**src/rtl/tone_pkg.sv**
```systemverilog
// Shared definitions for the tone sequencer: FSM state encoding, default widths
// and half-period divisor constants for a 48 MHz clock.
package tone_pkg;

   typedef enum logic [2:0] {
      ST_IDLE,
      ST_FETCH,
      ST_RDWAIT,
      ST_PLAY,
      ST_GAP,
      ST_END
   } state_t;

   localparam int unsigned TONE_DIV_W = 16;
   localparam int unsigned TONE_DUR_W = 24;
   localparam int unsigned CLK_HZ     = 48_000_000;

   // Divisor value that makes each tone level last (div+1) cycles at CLK_HZ.
   function automatic int unsigned half_div(input int unsigned hz);
      return CLK_HZ / (2 * hz) - 1;
   endfunction

   localparam int unsigned NOTE_A4 = half_div(440);  // 54544
   localparam int unsigned NOTE_C5 = half_div(523);
   localparam int unsigned NOTE_E5 = half_div(659);
   localparam int unsigned NOTE_A5 = half_div(880);

endpackage

```
**src/rtl/tone_divider.sv**
```systemverilog
// Reloadable half-period counter plus toggle flop; each tone level lasts div+1 cycles.
// With TONE_SEQ_DIFF_EN defined it also registers the differential pair spk_p/spk_n.
module tone_divider
   import tone_pkg::*;
#(
   parameter int unsigned DIV_W = TONE_DIV_W
) (
   input  logic             clk,
   input  logic             rst_n,
   input  logic             load,
   input  logic             enable,
   input  logic [DIV_W-1:0] div,
   output logic             tone
`ifdef TONE_SEQ_DIFF_EN
   ,
   input  logic             drive,
   output logic             spk_p,
   output logic             spk_n
`endif
);

   logic [DIV_W-1:0] cnt;
   logic [DIV_W-1:0] cnt_d;
   logic             tone_d;

   // load restarts the waveform low; it wins over enable.
   always_comb begin
      cnt_d  = cnt;
      tone_d = tone;
      if (load) begin
         cnt_d  = div;
         tone_d = 1'b0;
      end else if (enable) begin
         if (cnt == '0) begin
            cnt_d  = div;
            tone_d = ~tone;
         end else begin
            cnt_d = cnt - DIV_W'(1);
         end
      end
   end

   always_ff @(posedge clk or negedge rst_n) begin
      if (!rst_n) begin
         cnt  <= '0;
         tone <= 1'b0;
      end else begin
         cnt  <= cnt_d;
         tone <= tone_d;
      end
   end

`ifdef TONE_SEQ_DIFF_EN
   // Both legs low when not driving so no DC sits across the speaker.
   always_ff @(posedge clk or negedge rst_n) begin
      if (!rst_n) begin
         spk_p <= 1'b0;
         spk_n <= 1'b0;
      end else begin
         spk_p <= drive & tone_d;
         spk_n <= drive & ~tone_d;
      end
   end
`endif

endmodule

```
**src/rtl/tone_sequencer.sv**
```systemverilog
// Walks a note table in an external 1-cycle-latency ROM and emits a gated square wave.
// Optional macro TONE_SEQ_DIFF_EN adds registered differential outputs spk_p/spk_n.
module tone_sequencer
   import tone_pkg::*;
#(
   parameter int unsigned ADDR_W  = 3,
   parameter int unsigned DIV_W   = TONE_DIV_W,
   parameter int unsigned DUR_W   = TONE_DUR_W,
   parameter int unsigned GAP_CYC = 4800
) (
   input  logic              clk,
   input  logic              rst_n,
   input  logic              start,
   input  logic              stop,
   input  logic              loop_en,
   output logic [ADDR_W-1:0] rd_addr,
   input  logic [DIV_W-1:0]  rd_div,
   input  logic [DUR_W-1:0]  rd_dur,
   output logic              busy,
   output logic              done,
   output logic [ADDR_W-1:0] step_idx,
   output logic              tone_out
`ifdef TONE_SEQ_DIFF_EN
   ,
   output logic              spk_p,
   output logic              spk_n
`endif
);

   localparam int unsigned      GAP_W    = (GAP_CYC > 1) ? $clog2(GAP_CYC) : 1;
   localparam logic [GAP_W-1:0] GAP_LOAD = GAP_W'(GAP_CYC - 1);

   state_t             state;
   state_t             next_state;
   logic [DIV_W-1:0]   div_q;
   logic [DIV_W-1:0]   div_in;
   logic [DUR_W-1:0]   dur_cnt;
   logic [GAP_W-1:0]   gap_cnt;
   logic               played;
   logic               finish;
   logic               last_step;
   logic               tone_load;
   logic               tone_en;

   assign last_step = &rd_addr;

   // NOTE: every signal written here gets a default first, so no path can infer a latch.
   always_comb begin
      next_state = state;
      finish     = 1'b0;
      div_in     = div_q;
      case (state)
         ST_IDLE:   if (start) next_state = ST_FETCH;
         ST_FETCH:  next_state = ST_RDWAIT;
         ST_RDWAIT: begin
            div_in     = rd_div;
            next_state = (rd_dur == '0) ? ST_END : ST_PLAY;
         end
         ST_PLAY: begin
            if (dur_cnt == DUR_W'(1)) begin
               if (GAP_CYC != 0) next_state = ST_GAP;
               else              next_state = last_step ? ST_END : ST_FETCH;
            end
         end
         ST_GAP: if (gap_cnt == '0) next_state = last_step ? ST_END : ST_FETCH;
         ST_END: begin
            // A table that never played a note cannot loop, avoiding a zero-length spin.
            if (loop_en && played) begin
               next_state = ST_FETCH;
            end else begin
               finish     = 1'b1;
               next_state = ST_IDLE;
            end
         end
         default: next_state = ST_IDLE;
      endcase
      if (stop) begin
         next_state = ST_IDLE;
         finish     = 1'b0;
      end
   end

   assign tone_load = (state != ST_PLAY) || (next_state != ST_PLAY);
   assign tone_en   = !tone_load && (div_q != '0);
   assign done      = finish;
   assign busy      = (state != ST_IDLE) && !finish;

   // NOTE: state registers use non-blocking assignments so every flop sees pre-edge values.
   always_ff @(posedge clk or negedge rst_n) begin
      if (!rst_n) begin
         state    <= ST_IDLE;
         rd_addr  <= '0;
         step_idx <= '0;
         div_q    <= '0;
         dur_cnt  <= '0;
         gap_cnt  <= '0;
         played   <= 1'b0;
      end else begin
         state <= next_state;

         if (next_state == ST_IDLE || (state == ST_END && next_state == ST_FETCH))
            rd_addr <= '0;
         else if ((state == ST_PLAY || state == ST_GAP) && next_state == ST_FETCH)
            rd_addr <= rd_addr + ADDR_W'(1);

         if (state == ST_IDLE && next_state == ST_FETCH) played <= 1'b0;

         if (state == ST_RDWAIT) begin
            div_q   <= rd_div;
            dur_cnt <= rd_dur;
            if (next_state == ST_PLAY) begin
               step_idx <= rd_addr;
               played   <= 1'b1;
            end
         end else if (state == ST_PLAY && dur_cnt != '0) begin
            dur_cnt <= dur_cnt - DUR_W'(1);
         end

         if (state == ST_PLAY)                      gap_cnt <= GAP_LOAD;
         else if (state == ST_GAP && gap_cnt != '0) gap_cnt <= gap_cnt - GAP_W'(1);
      end
   end

   tone_divider #(
      .DIV_W (DIV_W)
   ) u_divider (
      .clk    (clk),
      .rst_n  (rst_n),
      .load   (tone_load),
      .enable (tone_en),
      .div    (div_in),
      .tone   (tone_out)
`ifdef TONE_SEQ_DIFF_EN
      ,
      .drive  ((next_state == ST_PLAY) && (div_in != '0)),
      .spk_p  (spk_p),
      .spk_n  (spk_n)
`endif
   );

endmodule

```
**config.mk**
```make
export PLATFORM = sky130hd
export DESIGN_NAME = tone_sequencer
export DESIGN_NICKNAME = d
export VERILOG_FILES = /design/src/rtl/tone_pkg.sv /design/src/rtl/tone_divider.sv /design/src/rtl/tone_sequencer.sv
export SDC_FILE = /design/constraint.sdc
export NUM_CORES = 1
export LEC_CHECK = 0
export CORE_MARGIN = 8
export CORE_UTILIZATION = 59
export DETAILED_ROUTE_END_ITERATION = 6
export GPL_TIMING_DRIVEN = 0
export PLACE_DENSITY = 0.87
export SYNTH_ARGS = -nofsm -noshare
export SYNTH_HDL_FRONTEND = slang
export SYNTH_SLANG_ARGS = --single-unit
```
**constraint.sdc**
```tcl
create_clock -name clk -period 4.66 [get_ports clk]
set_clock_uncertainty 0.05 [all_clocks]
set_input_delay 0.466 -clock clk [delete_from_list [all_inputs] [get_ports clk]]
set_output_delay 0.466 -clock clk [all_outputs]
set_load 0.005 [all_outputs]
```
==> results_dict.tcl, run 1 <==
set metrics [dict create \
    dp_hpwl_mm 9.13 \
    crit_path_start_kind "register" \
    maxSlewViolCount 0 \
    post_drt_wl_per_cell_um 18.2 \
    grt_pass1_vias 4457 \
    async_reset_ff_frac 1.00 \
    required_ns 4.14 \
    via_per_inst 6.34 \
    io_buffer_count 53 \
    clk_path_buf_depth 2 \
    cts-resized-gates 0 \
    synth_top_area_cell "dfrtp_1" \
    synthDistinctLibCells 61 \
    p_leak_nw 2.20 \
    placed_area_um2 5260 \
    cts_root_buf "clkbuf_8" \
    synth_top_family_by_area "simple AND/OR/NAND/NOR gates" \
    fin_crit_ns 3.41 \
    status "finished, final reports clean" \
    synth_edf_count 0 \
    path_clk_slew_ns 0.08 \
    hold_viol 0 \
    synthTopCellsByArea "dfrtp_1 44%, nand2_1 7.6%, a21oi_1 3.9%, o21ai_0 3.8%, nor4_1 3.6%" \
    start_util 0.602 \
    grt_max_degree 63 \
    core_um2 7610 \
    grt_usage 0.235 \
    vias 4429 \
    design_area_um2 5500 \
    worstPathArrival_ns 2.89 \
    rsz0062_at_grt "no" \
    place.gp.congestion 0.942 \
    hp-class "register to register" \
    synth_ff_type "dfrtp_1" \
    synthMuxAreaShare 0.0415 \
    die_width_um 104 \
    cts_tree "done" \
    tightest_slew_ns 0.838 \
    synth-simple-area-share 0.250 \
    antenna_found_initial 0 \
    synth_common_cells "93 x nand2_1, 80 x dfrtp_1, 38 x nor2_1" \
    max_slew_margin 0.436 \
    synth-adder-area-share 0.0219 \
    timing.fmax_ghz 0.294 \
    power_per_cell_area_nw_per_um2 448 \
    grt_overflow 0 \
    cp_max_fo 10 \
    syn_inst 526 \
    finalCoreUtilization 0.723 \
    total_power_mw 2.46 \
    synthesis.area_um2 4580 \
    yosysTopAreaCellShare 0.437 \
    yosysMostFrequentCell "nand2_1" \
    setup_viol 0 \
    cts_sinks 80 \
    cts_max_level 3 \
    drive_above_1_share 0.0905 \
    regArea_um2 2000 \
    synth-xor-area-share 0.0191 \
    setup-tns-final_ns 0 \
    first_iter_violations 398 \
    area_growth_pct 20.2 \
    syn_avg_cell_area_um2 8.70 \
    design.die.area_um2 10800 \
    die_y_um 104 \
    diodes 0 \
    numCtsBuffers 9 \
    wirelength_mm 12.7 \
    yosys_warnings 0 \
    endpoint_kind "primary output" \
    remaining_drc_errors 0 \
    seq_area_frac_synth 0.437 \
    ys_seq_elements 80 \
    clock_latency_ns 0.37 \
    multi_input_area_um2 2370 \
    holdWs_ns 0.456 \
    synth-compound-area-share 0.184 \
    firstDrtPassIters 5 \
    fillCellCount 584 \
    fin_crit_sh 0.731 \
    ant_nets 0 \
    grt_pass1_wl_mm 21.0 \
    drv_cap 0 \
    worstSetupPathType "register to primary output" \
    synth_fp_nets 579 \
    reg2reg_slack_ns 1.67 \
    num_rows 32 \
    fin_nets 645 \
    ir_drop_v 0.000333 \
    ios 54 \
]
-- per-layer routing --
layer / part of all wire / track usage / wire (µm)
met1: 0.42 / 0.279 / 5300
met2: 0.49 / 0.387 / 6190
met3: 0.066 / 0.0502 / 836
met4: 0.032 / 0.131 / 408
met5: 0 / 0 / 0
-- cell type report --
class	count	area share
multi-input cells	402	0.430
flip-flops and latches	80	0.364
repair buffers	55	0.103
plain buffers	25	0.0252
clock buffers	10	0.0250
well taps	102	0.0232
clock inverters	6	0.0168
inverters	19	0.0130
-- per-stage QoR --
step / setup WS, ns / instances
global placement: 0.237 / 681
detailed placement: 1.48 / 682
floorplan: 2.20 / 526
global route: 1.14 / 699
finish: 1.25 / 699
CTS: 1.27 / 699
-- sequential cells by signal (all words and copies together) (netlist names) --
name	flops
rd_addr	3
state	3
gap_cnt	13
u_divider.tone	1
played	1
dur_cnt	24
u_divider.cnt	16
step_idx	3
div_q	16
-- worst max-delay path, stage by stage, from the launching register on --
cell             delay (ns)
dfrtp_1                0.39
clkbuf_1               0.42
clkbuf_1               0.44
clkbuf_1               0.50
nor3_1                 0.13
nor2_1                 0.13
clkdlybuf4s50_1        0.52
-- cell usage in the layout (no fill, tap or decap), drive strengths merged, types with 7 or more instances in the layout --
master,n
ha,8
mux2i,13
o21ai,36
nor4,26
nand2,93
nand3,15
clkbuf,26
a22oi,8
nor2,38
inv,18
nor3,23
xnor2,9
a21oi,36
o22ai,13
or3,9
or4,7
buf,11
dfrtp,80
clkdlybuf4s50,52
-- worst paths after layout --
path | to | start | cells after the start
min in group asynchronous | div_q[11] | rst_n | 2
hold / removal | step_idx[1] | step_idx[1] | 1
max in group asynchronous | step_idx[2] | rst_n | 3
hold reg to reg | step_idx[1] | step_idx[1] | 1
setup reg to reg | dur_cnt[22] | dur_cnt[1] | 8
setup / recovery | busy | state[0] | 6
-- report_power, final --
group	switching, mW	internal, mW	leakage, nW
Combinational	0.406	0.318	1.12
Sequential	0.231	0.910	0.977
Clock	0.278	0.318	0.109
Total	0.916	1.55	2.20
-- what timing repair did --
action,CTS,global route
setup buffers,0,0
hold endpoints to repair,18,0
hold buffers,1,0
-- logic make-up after synthesis --
| group | Yosys count |
|---|---|
| AND/OR/NAND/NOR | 236 |
| AO/OA/AOI/OAI | 130 |
| flip-flops | 80 |
| buffers and inverters | 44 |
| multiplexers | 18 |
| XOR/XNOR | 10 |
| adder cells (fa/ha/maj) | 8 |
Note: power is estimated with default switching activity, not from simulation.
==> inputs of run 2 (changes only) <==
--- a/config.mk
+++ b/config.mk
@@ -6,10 +6,10 @@
 export NUM_CORES = 1
 export LEC_CHECK = 0
 export CORE_MARGIN = 8
-export CORE_UTILIZATION = 59
+export CORE_UTILIZATION = 51
 export DETAILED_ROUTE_END_ITERATION = 6
 export GPL_TIMING_DRIVEN = 0
-export PLACE_DENSITY = 0.87
+export PLACE_DENSITY = 0.8
 export SYNTH_ARGS = -nofsm -noshare
 export SYNTH_HDL_FRONTEND = slang
 export SYNTH_SLANG_ARGS = --single-unit
==> constraint.sdc (replaced) <==
create_clock -name clk -period 2.77 [get_ports clk]
set_clock_uncertainty 0.05 [all_clocks]
set_input_delay 0.277 -clock clk [delete_from_list [all_inputs] [get_ports clk]]
set_output_delay 0.277 -clock clk [all_outputs]
set_load 0.005 [all_outputs]
==> run 2 against run 1 <==
Compared with the run above:
- routed wire length is 0.82% lower
- flip-flop and latch count stayed put
- clock power is 62% higher
- utilization shrank 8.5 points
- clock-buffer cell count unchanged
- sequential power grew 69%
- sequential share of layout area fell by 0.39 points
- largest power group unchanged
- cell count is 1.0% higher
- via count decreased by 1.9%
- global-route usage is 3.4 points lower
==> results_dict.tcl, run 2 (synthesis gave the netlist of run 1 again) <==
set metrics [dict create \
    post_drt_wl_per_cell_um 17.9 \
    final_cell_mix "93 x nand2_1, 80 x dfrtp_1, 52 x clkdlybuf4s50_1, 38 x nor2_1, 36 x a21oi_1" \
    regArea_um2 2000 \
    vias 4345 \
    remaining_drc_errors 0 \
    internal-power_mw 2.60 \
    diodes 0 \
    cts_tree "done" \
    p_sw_mw 1.53 \
    num_rows 34 \
    first_iter_violations 349 \
    drive_above_1_share 0.109 \
    rsz0062_at_grt "no" \
    ios 54 \
    placed_area_um2 5270 \
    cts_max_level 3 \
    final_common_cell "nand2_1" \
    numCtsBuffers 9 \
    ant_nets 0 \
    crit_path_start_kind "register" \
    power_per_cell_area_nw_per_um2 743 \
    setup_viol 0 \
    ir_drop_v 0.000482 \
    total_power_mw 4.13 \
    io_buffer_count 53 \
    design_area_um2 5560 \
    design.die.area_um2 12300 \
    cts_root_buf "clkbuf_8" \
    holdWs_ns 0.248 \
    dpl_worst_slack_ns -0.150 \
    status "finished, final reports clean" \
    clock_latency_ns 0.36 \
    timing.fmax_ghz 0.379 \
    antenna_found_initial 0 \
    fin_crit_sh 0.952 \
    cp_max_fo 10 \
    grt_usage 0.201 \
    clk_path_buf_depth 2 \
    stdcell_count 706 \
    endpoint_kind "register" \
    worstSetupPathType "register to register" \
    cp_slowest_cell "or4_4" \
    area_growth_pct 21.5 \
    tightest_slew_ns 0.736 \
    max_flop_register "dur_cnt" \
    dp_cells 688 \
    finalCoreUtilization 0.638 \
    place.gp.congestion 0.911 \
    maxSlewViolCount 0 \
    final.setup.worst_slack_ns 0.133 \
    crit_family "simple AND/OR/NAND/NOR gates" \
    max_slew_margin 0.508 \
    reg_top3 "dur_cnt (24), div_q (16), u_divider.cnt (16)" \
    p_leak_nw 2.23 \
    p_clk_frac 0.233 \
    largest_reg_flops 24 \
    worstPathArrival_ns 2.82 \
    via_per_inst 6.15 \
    grt_overflow 0 \
    drv_cap 0 \
    cp_num_buf_inv 1 \
    dp_hpwl_mm 8.94 \
    path_clk_slew_ns 0.09 \
    grt_pass1_wl_mm 20.8 \
    fin_nets 647 \
    hp-class "input port to asynchronous set/reset pin" \
    grt_max_degree 72 \
    path_cells "or3_1 > or4_4 > o31a_2 > clkbuf_2 > a22o_1" \
    p_comb_frac 0.299 \
    cts_sinks 80 \
    setup-tns-final_ns 0 \
    fillCellCount 730 \
    slowest_delay_ns 0.62 \
    die_y_um 111 \
    wirelength_mm 12.6 \
    grt_pass1_vias 4303 \
    start_util 0.525 \
    die_width_um 111 \
    core_um2 8720 \
    firstDrtPassIters 5 \
    multi_input_area_um2 2410 \
    required_ns 2.95 \
    power_frac_seq 0.468 \
    hold_viol 0 \
    fin_crit_ns 2.64 \
    netSwitchingFraction 0.370 \
]
run 2: cell count changes in the layout (fill, tap and decap cells not counted), moves of 2 or more:
cell	before	now
clkbuf_1	15	10
nor4_2	0	3
clkbuf_2	0	4
nor4_1	26	22
buf_4	3	5
run 2: final timing paths:
check | slack [ns] | start | depth (start not counted) | endpoint
min in group clk | 0.42 | rd_div[0] | 3 | div_q[0]
min | 0.25 | rst_n | 2 | div_q[11]
max | 0.13 | dur_cnt[10] | 5 | dur_cnt[15]
max reg2reg | 0.13 | dur_cnt[10] | 5 | dur_cnt[15]
max in group asynchronous | 1.83 | rst_n | 3 | dur_cnt[5]
min reg2reg | 0.46 | div_q[8] | 2 | div_q[8]
run 2: worst reg2reg max path, cell delays in order, from the launching register on:
cell and delay (ns):
dfrtp_1 0.40, or3_1 0.48, or4_4 0.62, o31a_2 0.44, clkbuf_2 0.24, a22o_1 0.27
run 2: routing by layer:
layer | up-vias | track usage | share of wire
met1 | 2077 | 0.253 | 0.43
met4 | 0 | 0.0829 | 0.027
met5 | - | 0 | 0
li1 | 2056 | - | -
met2 | 174 | 0.318 | 0.48
met3 | 38 | 0.0530 | 0.065
run 2: area by class of cell:
cell class                      instances  area share
Buffer                                 25      0.0265
Tap cell                              108      0.0243
Clock buffer                           10      0.0247
Clock inverter                          5      0.0146
Multi-Input combinational cell        402       0.433
Inverter                               19      0.0128
Sequential cell                        80       0.360
Timing Repair Buffer                   57       0.104
run 2: power groups by stage:
stage	clock network, mW	registers (mW)	logic (mW)
6_report	0.963	1.93	1.24
5_1_grt	1.03	1.98	1.37
4_1_cts	0.975	1.90	1.21
3_5_place_dp	0	1.92	1.19
3_3_place_gp	0	1.89	1.14
2_1_floorplan	0	1.82	0.853
run 2: timing repair:
action,in CTS,in global routing
hold buffers,1,0
buffers inserted,0,2
endpoints found under the setup margin,2,36
resized for setup,4,11
pin swaps,0,2
hold endpoints to repair,9,0
